$ cat src/rtl/arduino_uart_pkg.sv
// arduino_uart_pkg: types and shared constants for the Arduino UART link.
// The tx state list gains PARITY_BIT only when ARDUINO_UART_TX_PARITY_EN is defined.
package arduino_uart_pkg;

    // 50 MHz system clock at 115200 baud; shared with the receive path
    localparam int DEFAULT_CLKS_PER_BIT = 50_000_000 / 115_200;
    localparam int DEFAULT_DATA_BITS    = 8;

    typedef enum logic [2:0] {
        IDLE       = 3'd0,
        START_BIT  = 3'd1,
        DATA_BIT   = 3'd2,
`ifdef ARDUINO_UART_TX_PARITY_EN
        PARITY_BIT = 3'd3,
`endif
        STOP_BIT   = 3'd4
    } tx_state_t;

endpackage

$ cat src/rtl/uart_tx_fifo.sv
// uart_tx_fifo: small circular byte buffer in front of the UART shifter.
// Pointers wrap naturally; a separate count distinguishes full from empty.
module uart_tx_fifo #(
    parameter int DATA_BITS  = 8,
    parameter int FIFO_DEPTH = 4
) (
    input  logic                          clk,
    input  logic                          reset,
    input  logic                          push,
    input  logic                          pop,
    input  logic [DATA_BITS-1:0]          din,
    output logic [DATA_BITS-1:0]          dout,
    output logic                          full,
    output logic                          empty,
    output logic [$clog2(FIFO_DEPTH):0]   count
);

    localparam int PTR_W = $clog2(FIFO_DEPTH);
    localparam int CNT_W = PTR_W + 1;

    logic [DATA_BITS-1:0] mem [FIFO_DEPTH];
    logic [PTR_W-1:0]     wr_ptr;
    logic [PTR_W-1:0]     rd_ptr;
    logic                 do_push;
    logic                 do_pop;

    // Guard both ports so a stray push when full or pop when empty is harmless
    assign do_push = push && !full;
    assign do_pop  = pop && !empty;
    assign full    = (count == CNT_W'(FIFO_DEPTH));
    assign empty   = (count == '0);
    assign dout    = mem[rd_ptr];

    // Pointer and occupancy bookkeeping; simultaneous push and pop keep the count
    always_ff @(posedge clk) begin
        if (reset) begin
            wr_ptr <= '0;
            rd_ptr <= '0;
            count  <= '0;
        end else begin
            if (do_push) wr_ptr <= wr_ptr + 1'b1;
            if (do_pop)  rd_ptr <= rd_ptr + 1'b1;
            case ({do_push, do_pop})
                2'b10:   count <= count + 1'b1;
                2'b01:   count <= count - 1'b1;
                default: count <= count;
            endcase
        end
    end

    // Storage needs no reset; only entries behind the write pointer are ever read
    always_ff @(posedge clk) begin
        if (do_push) mem[wr_ptr] <= din;
    end

endmodule

$ cat src/rtl/arduino_uart_tx.sv
// arduino_uart_tx: FIFO-buffered UART transmitter driving the Arduino RX pin.
// Default frame is 8N1; defining ARDUINO_UART_TX_PARITY_EN adds an even parity bit (8E1).
module arduino_uart_tx
    import arduino_uart_pkg::*;
#(
    parameter int CLKS_PER_BIT = DEFAULT_CLKS_PER_BIT,
    parameter int DATA_BITS    = DEFAULT_DATA_BITS,
    parameter int FIFO_DEPTH   = 4
) (
    input  logic                 clk_50,
    input  logic                 reset,
    input  logic [DATA_BITS-1:0] tx_data,
    input  logic                 tx_valid,
    output logic                 tx_ready,
    output logic                 arduino_output,
    output logic                 busy
);

    localparam int CNT_W = (CLKS_PER_BIT > 1) ? $clog2(CLKS_PER_BIT) : 1;
    localparam int IDX_W = (DATA_BITS > 1) ? $clog2(DATA_BITS) : 1;
    localparam logic [CNT_W-1:0] LAST_CNT = CNT_W'(CLKS_PER_BIT - 1);
    localparam logic [IDX_W-1:0] LAST_IDX = IDX_W'(DATA_BITS - 1);

    tx_state_t              state;
    tx_state_t              state_next;
    logic [CNT_W-1:0]       baud_cnt;
    logic [CNT_W-1:0]       baud_next;
    logic [IDX_W-1:0]       bit_idx;
    logic [IDX_W-1:0]       bit_idx_next;
    logic [DATA_BITS-1:0]   shift_reg;
    logic [DATA_BITS-1:0]   shift_next;
    logic                   line_next;
    logic                   bit_done;

    logic                   fifo_push;
    logic                   fifo_pop;
    logic [DATA_BITS-1:0]   fifo_dout;
    logic                   fifo_full;
    logic                   fifo_empty;
    logic [$clog2(FIFO_DEPTH):0] fifo_count;

    assign tx_ready  = !fifo_full;
    assign fifo_push = tx_valid && tx_ready;
    assign busy      = (state != IDLE) || (fifo_count != '0);
    assign bit_done  = (baud_cnt == LAST_CNT);

    uart_tx_fifo #(
        .DATA_BITS  (DATA_BITS),
        .FIFO_DEPTH (FIFO_DEPTH)
    ) u_fifo (
        .clk   (clk_50),
        .reset (reset),
        .push  (fifo_push),
        .pop   (fifo_pop),
        .din   (tx_data),
        .dout  (fifo_dout),
        .full  (fifo_full),
        .empty (fifo_empty),
        .count (fifo_count)
    );

    // Frame sequencing: next state, baud/bit counters, shifter load and the next line level
    always_comb begin
        state_next   = state;
        baud_next    = baud_cnt;
        bit_idx_next = bit_idx;
        shift_next   = shift_reg;
        fifo_pop     = 1'b0;
        line_next    = 1'b1;

        case (state)
            IDLE: begin
                baud_next    = '0;
                bit_idx_next = '0;
                if (!fifo_empty) begin
                    fifo_pop   = 1'b1;
                    shift_next = fifo_dout;
                    state_next = START_BIT;
                end
            end
            START_BIT: begin
                if (bit_done) begin
                    baud_next    = '0;
                    bit_idx_next = '0;
                    state_next   = DATA_BIT;
                end else begin
                    baud_next = baud_cnt + 1'b1;
                end
            end
            DATA_BIT: begin
                if (bit_done) begin
                    baud_next = '0;
                    if (bit_idx == LAST_IDX) begin
                        bit_idx_next = '0;
`ifdef ARDUINO_UART_TX_PARITY_EN
                        state_next   = PARITY_BIT;
`else
                        state_next   = STOP_BIT;
`endif
                    end else begin
                        bit_idx_next = bit_idx + 1'b1;
                    end
                end else begin
                    baud_next = baud_cnt + 1'b1;
                end
            end
`ifdef ARDUINO_UART_TX_PARITY_EN
            PARITY_BIT: begin
                if (bit_done) begin
                    baud_next  = '0;
                    state_next = STOP_BIT;
                end else begin
                    baud_next = baud_cnt + 1'b1;
                end
            end
`endif
            STOP_BIT: begin
                if (bit_done) begin
                    baud_next = '0;
                    // A queued byte starts its frame with no idle gap
                    if (!fifo_empty) begin
                        fifo_pop   = 1'b1;
                        shift_next = fifo_dout;
                        state_next = START_BIT;
                    end else begin
                        state_next = IDLE;
                    end
                end else begin
                    baud_next = baud_cnt + 1'b1;
                end
            end
            default: begin
                state_next = IDLE;
                baud_next  = '0;
            end
        endcase

        // The line is registered, so it is derived from where the FSM is going
        case (state_next)
            START_BIT:  line_next = 1'b0;
            DATA_BIT:   line_next = shift_next[bit_idx_next];
`ifdef ARDUINO_UART_TX_PARITY_EN
            PARITY_BIT: line_next = ^shift_next;
`endif
            default:    line_next = 1'b1;
        endcase
    end

    // State, counters, shifter and the glitch-free serial output register
    always_ff @(posedge clk_50) begin
        if (reset) begin
            state          <= IDLE;
            baud_cnt       <= '0;
            bit_idx        <= '0;
            shift_reg      <= '0;
            arduino_output <= 1'b1;
        end else begin
            state          <= state_next;
            baud_cnt       <= baud_next;
            bit_idx        <= bit_idx_next;
            shift_reg      <= shift_next;
            arduino_output <= line_next;
        end
    end

endmodule
$ cat config.mk
export PLATFORM = sky130hd
export DESIGN_NAME = arduino_uart_tx
export DESIGN_NICKNAME = d
export VERILOG_FILES = /design/src/rtl/arduino_uart_pkg.sv /design/src/rtl/uart_tx_fifo.sv /design/src/rtl/arduino_uart_tx.sv
export SDC_FILE = /design/constraint.sdc
export NUM_CORES = 1
export LEC_CHECK = 0
export CORE_UTILIZATION = 55
export DETAILED_ROUTE_END_ITERATION = 12
export PLACE_DENSITY = 0.78
export SLEW_MARGIN = 20
export SYNTH_ARGS = -nofsm -noshare
export SYNTH_HDL_FRONTEND = slang
export SYNTH_SLANG_ARGS = --single-unit
$ cat constraint.sdc
create_clock -name clk_50 -period 5.84 [get_ports clk_50]
set_input_delay 0.584 -clock clk_50 [delete_from_list [all_inputs] [get_ports clk_50]]
set_output_delay 0.584 -clock clk_50 [all_outputs]
set_load 0.05 [all_outputs]
==> impl_metrics.tcl <==
set metrics [dict create \
    status "finished, final reports clean" \
    highest_layer "met4" \
    yosys_warnings 0 \
    syn_area_sq_mm 0.00283 \
    worstMarginPinSlew_ns 1.06 \
    drv_slew 0 \
    netlist_instances 237 \
    drt_iter0_drc 89 \
    power_density_mw_per_mm2 436 \
    post-cts-setup-buffers 0 \
    ctsRootBufferMaster "clkbuf_8" \
    drc 0 \
    wirelength_um 4550 \
    async_flop_share 0 \
    cp-start-kind "flip-flop" \
    antennaDiodeCount 0 \
    final.setup.tns_ns 0 \
    place_area_sq_mm 0.00301 \
    synth_edf_count 32 \
    fmax_mhz 309 \
    clock-skew-final_ns 0.00608 \
    routed-wl-met3_um 144 \
    cts_tree "built" \
    maxCapViolations 0 \
    p_int_mw 0.936 \
    critPathKind "flip-flop to flip-flop" \
    largest_reg_flops 32 \
    path_clk_slew_ns 0.07 \
    r2r_start "baud_cnt[0]" \
    p_sw_mw 0.462 \
    firstDrtPassIters 4 \
    synthesis.nets 258 \
    p_comb_frac 0.297 \
    grt_use_total 0.197 \
    insertion_delay_ns 0.34 \
    required_ns 6.10 \
    layout_commonest_cell "dfxtp_1" \
    overflow 0 \
    grt_pass1_vias 1565 \
    finalSetupViolations 0 \
    power.share.switching 0.331 \
    most-common-layout-cells "dfxtp_1, edfxtp_1, nor2_1" \
    vias 1739 \
    core-area_sq_mm 0.00485 \
    die_h_um 73.8 \
    yosysSeqAreaShare 0.573 \
    initial_utilization 0.584 \
    viasPerCell 5.35 \
    timing.slew.headroom 0.283 \
    synth_area_per_cell_sq_um 11.9 \
    vdd_drop_max_mv 0.223 \
    wl_met1_um 2210 \
    fin_area_sq_mm 0.00321 \
    cts.path.max_buffers 2 \
    cts_buffers 9 \
    crit_arrival_ns 3.49 \
    final_nets 274 \
    grt_pass1_wl_um 7530 \
    worstHoldPathType "flip-flop to flip-flop" \
    min_from "shift_reg[3]" \
    fin_crit_ns 3.23 \
    synthFlopType "dfxtp_1" \
    path_max_fanout 12 \
    antenna_found_initial 0 \
    port_buffers 13 \
    route.met2.wl_um 2120 \
    io_pins 14 \
    dp_hpwl_um 3180 \
    place.gp.congestion 0.840 \
    finalHoldViolCount 0 \
    htree_levels 3 \
    rsz0062_at_grt "no" \
    p_clk_frac 0.261 \
    crit_path_end_kind "flip-flop" \
    grt_max_degree 24 \
    p_leak_nw 1.15 \
    dieArea_sq_mm 0.00544 \
    synthDistinctLibCells 40 \
    cts_sinks 65 \
    ant_nets 0 \
    drive_gt1_frac 0.105 \
    fin_crit_sh 0.554 \
    ctsHoldBuffers 0 \
    avgRoutedWirePerCell_um 14.0 \
    yosys_register_bits 65 \
    syn_to_final_growth_pct 13.3 \
    die_x_um 73.8 \
    row_count 25 \
    cts_resized 0 \
    pwr-share-seq 0.442 \
    cp-startpoint "baud_cnt[0]" \
]
[area by class of cell]
type                            count  area, sq um
Inverter                           10         37.5
Sequential cell                    65         1620
Clock inverter                      2         10.0
Clock buffer                       14          184
Timing Repair Buffer               13          130
Multi-Input combinational cell    154         1140
Fill cell                         366         1640
Tap cell                           67         83.8
[cell families (layout without fill, tap and decap cells)]
kind of cell | after synthesis | count (layout) | share of synthesized area
AND/OR/NAND/NOR | 90 | 90 | 0.162
flip-flops | 65 | 65 | 0.573
AO/OA/AOI/OAI | 27 | 27 | 0.0623
buffers and inverters | 18 | 39 | 0.0247
multiplexers | 15 | 15 | 0.0946
XOR/XNOR | 12 | 12 | 0.0371
adder cells (fa/ha/maj) | 10 | 10 | 0.0468
[cells in the mapped netlist, drive strengths merged (3+ instances only)]
master | n | area [sq um]
a21oi | 13 | 65.1
and3 | 5 | 31.3
buf | 3 | 13.8
clkbuf | 5 | 18.8
dfxtp | 33 | 661
edfxtp | 32 | 961
ha | 9 | 113
inv | 10 | 37.5
mux2i | 5 | 50.1
mux4 | 9 | 206
nand2 | 25 | 93.8
nand3 | 11 | 55.1
nor2 | 28 | 105
nor2b | 5 | 31.3
nor3 | 5 | 25.0
o21ai | 4 | 20.0
xnor2 | 7 | 61.3
xor2 | 5 | 43.8
[routing by layer]
metal,GRT usage,vias up
met5,0,-
met4,0.0940,0
met3,0.0713,8
met2,0.280,25
met1,0.269,826
li1,-,880
[metrics by stage]
stage | hold slack (ns) | util | cells | setup WS (ns) | power [mW]
final | 0.459 | 0.661 | 325 | 2.61 | 1.40
after global routing | 0.493 | 0.661 | 325 | 2.28 | 1.48
after floorplan | 0.432 | - | 237 | 3.18 | 0.946
after detailed placement | 0.451 | 0.621 | 309 | 2.62 | 1.05
after global placement | 0.444 | 0.621 | 309 | 2.73 | 1.03
after CTS | 0.460 | 0.661 | 325 | 2.61 | 1.41
[power by group through the flow]
stage | clock (mW) | sequential [mW] | combinational, mW
global placement | 0 | 0.625 | 0.405
CTS | 0.372 | 0.619 | 0.419
floorplan | 0 | 0.602 | 0.344
global route | 0.393 | 0.628 | 0.464
detailed placement | 0 | 0.629 | 0.417
finish | 0.365 | 0.618 | 0.416
[worst paths after layout]
check	end	slack [ns]	depth (start not counted)
worst min-delay path	shift_reg[3]	0.46	2
worst min register to register	shift_reg[3]	0.46	2
worst max-delay path	u_fifo.count[2]	2.61	11
worst max register to register	u_fifo.count[2]	2.61	11
[critical path, stage by stage, from the launching register on]
cell and delay (ns):
dfxtp_1 0.40, ha_1 0.22, nand4b_4 0.14, o21ai_0 0.40
nand2_1 0.36, inv_1 0.37, ha_1 0.25, inv_1 0.06
fa_1 0.37, xor2_1 0.15, or3_1 0.30, a21oi_1 0.13
Power figures use the tool's default switching activity.
==> RTL edit, RTL diff (config.mk and constraints unchanged) <==
The option `ARDUINO_UART_TX_PARITY_EN` is turned on by a define.
--- a/src/rtl/arduino_uart_pkg.sv
+++ b/src/rtl/arduino_uart_pkg.sv
@@ -1,5 +1,7 @@
 // arduino_uart_pkg: types and shared constants for the Arduino UART link.
 // The tx state list gains PARITY_BIT only when ARDUINO_UART_TX_PARITY_EN is defined.
+`define ARDUINO_UART_TX_PARITY_EN
+
 package arduino_uart_pkg;
 
     // 50 MHz system clock at 115200 baud; shared with the receive path
Function: same outputs for any inputs over 10 cycles, from zero or initial values and one cycle with reset high; that may be too few to reach the edited logic, so the function may still have changed.
==> RTL edit against the original RTL <==
- total power increased by 13%
- routed wire length up 20%
- global-route usage increased by 1.8 points
- synthesized cell count grew 8.0%
- worst setup slack better by 0.19 ns
- cell area rose by 5.6%
- sequential cell count is the same
- area after synthesis rose by 6.0%
- critical endpoint unchanged
- largest power group unchanged
==> RTL edit: results (changes against the original RTL) <==
stage;metric;value;unit;change
outcome;status;finished, final reports clean;;unchanged
setup_path;CP peak stage delay;0.39;ns;
synth;library cells used by synthesis;49;;was 40
power_and_ir_drop;Pleak;1.20;nW;was 1.15 nW
clocking;Clock Tree Buf Depth;2;;unchanged
detailed_routing;drt first-iter violations;133;;was 89
detailed_routing;Vias/cell;5.80;;was 5.35
final_layout;Final nets;292;;was 274
final_layout;layout cells sized above 1;9.42;%;was 10.5%
clocking;Root Driver;clkbuf_8;;unchanged
synth;sequential element share of the synthesized area;54.0;%;was 57.3%
clocking;Resized Gates After CTS;0;;unchanged
synth;Post-Syn Nets;277;;was 258
setup_path;CP max-delay cell;o21ai_2;;was dfxtp_1
placed_design;Placer Congestion;0.808;;was 0.840
synth;mean cell area of the mapped netlist;11.7;sq um;was 11.9 sq um
global_routing;largest net degree at the start of global routing;24;;unchanged
power_and_ir_drop;internal power;0.00104;W;was 0.000936 W
global_routing;first-pass GRT wire length;8850;um;was 7530 um
synth;Ys Warns;0;;unchanged
placed_design;Setup Slack @ Placement;2.83;ns;was 2.62 ns
global_routing;number of global-route vias before repair;1900;;was 1565
global_routing;number of antenna violations at the first check in global routing;0;;unchanged
timing;pins over their slew limit;0;;unchanged
setup_path;crit path DAT;3.29;ns;was 3.49 ns
detailed_routing;Residual DRC;0;;unchanged
synth;Async S/R FF share, synth;0;%;unchanged
setup_path;maximum fanout along the worst path;12;;unchanged
final_layout;filler-free cell count of the finished design;346;;was 325
clocking;htree depth;3;;unchanged
detailed_routing;Initial DRT Pass Iterations;4;;unchanged
detailed_routing;Avg WL per Cell;15.7;um;was 14.0 um
power_and_ir_drop;Worst VDD drop;0.332;mV;was 0.223 mV
clocking;total CTS buffers;9;;unchanged
clocking;post-CTS setup buffers;0;;unchanged
placed_design;# port buffers;13;;unchanged
synth;Post-synth top cells;dfxtp_1, edfxtp_1, nand2_1, nor2_1, a21oi_1;;was dfxtp_1, edfxtp_1, nor2_1, nand2_1, a21oi_1
final_layout;ant diodes;0;;unchanged
clocking;clk_lat worst skew;0.34;ns;about the same
timing;Worst-Margin Slew;0.845;ns;was 1.06 ns
placed_design;Placed Cells incl. Taps;330;;was 309
placed_design;DP HPWL;3660;um;was 3180 um
synth;Synth area leaders;edfxtp_1, dfxtp_1, mux4_2;;unchanged
final_layout;max reg flops;32;;unchanged
global_routing;Total GRT Usage;21.5;%;was 19.7%
hold_path;Hold/Removal Path Class;reg2reg;;unchanged
timing;Setup Skew;0.00992;ns;was 0.00608 ns
clocking;Reg clk slew, reported paths;0.07;ns;about the same
synth;EDFF count, synth;32;;unchanged
[RTL edit: changes by cell type after synthesis, sizes merged, moves of 4 or more]
cell	unedited run	this run
xor2	5	10
nand2	25	21
a21oi	13	18
o21ai	4	11
nor2	28	21
mux2i	5	1
[RTL edit: layer usage]
| metal | vias to the layer above | track usage, % | part of all wire [%] | wire (um) |
|---|---|---|---|---|
| li1 | 973 | - | - | - |
| met1 | 966 | 27.8 | 47 | 2540 |
| met2 | 59 | 35.0 | 49 | 2640 |
| met3 | 9 | 4.37 | 3.4 | 184 |
| met4 | 0 | 9.88 | 1.2 | 63 |
| met5 | - | 0 | 0 | 0 |
[RTL edit: worst max-delay path, delay by kind of cell (launching register included)]
| kind | cells | cell delay (ns) |
|---|---|---|
| simple gates | 3 | 0.79 |
| fa+ha+maj | 3 | 0.78 |
| compound gates | 2 | 0.54 |
| flops | 1 | 0.38 |
| buf+inv | 2 | 0.31 |
| xor+xnor | 1 | 0.16 |
[RTL edit: layout make-up]
class	instances	area, sq um
clock buffer	11	131
clock inverter	5	80.1
fill	388	1790
inverter	11	41.3
multi-input combinational	171	1290
sequential	65	1620
tap	70	87.6
timing repair buffer	13	130
[RTL edit: worst paths after layout]
kind | from | endpoint | slack, ns | cells past startpoint
min reg2reg | baud_cnt[0] | baud_cnt[0] | 0.48 | 1
min | baud_cnt[0] | baud_cnt[0] | 0.48 | 1
max | baud_cnt[0] | u_fifo.count[2] | 2.79 | 11
max reg2reg | baud_cnt[0] | u_fifo.count[2] | 2.79 | 11
[RTL edit: logic make-up after synthesis]
kind of cell	after synthesis	share of synthesized area (%)
buffers and inverters	20	2.83
adders and majority gates	10	4.42
DFF	65	54.0
AOI/OAI and AO/OA	48	10.4
xor gates and xnor gates	19	5.54
and+or+nand+nor	82	13.7
muxes	12	9.09
[RTL edit: through the flow]
step | instance area, sq um | utilization, %
5_1_grt | 3390 | 65.5
4_1_cts | 3390 | 65.5
3_5_place_dp | 3180 | 61.4
2_1_floorplan | 3000 | -
3_3_place_gp | 3180 | 61.4
6_report | 3390 | 65.5
[RTL edit: power by group through the flow]
stage,logic [W],registers [W],clock network [W]
6_report,0.000561,0.000617,0.000409
5_1_grt,0.000623,0.000626,0.000437
4_1_cts,0.000560,0.000617,0.000418
3_5_place_dp,0.000556,0.000626,0
3_3_place_gp,0.000543,0.000624,0
2_1_floorplan,0.000470,0.000601,0
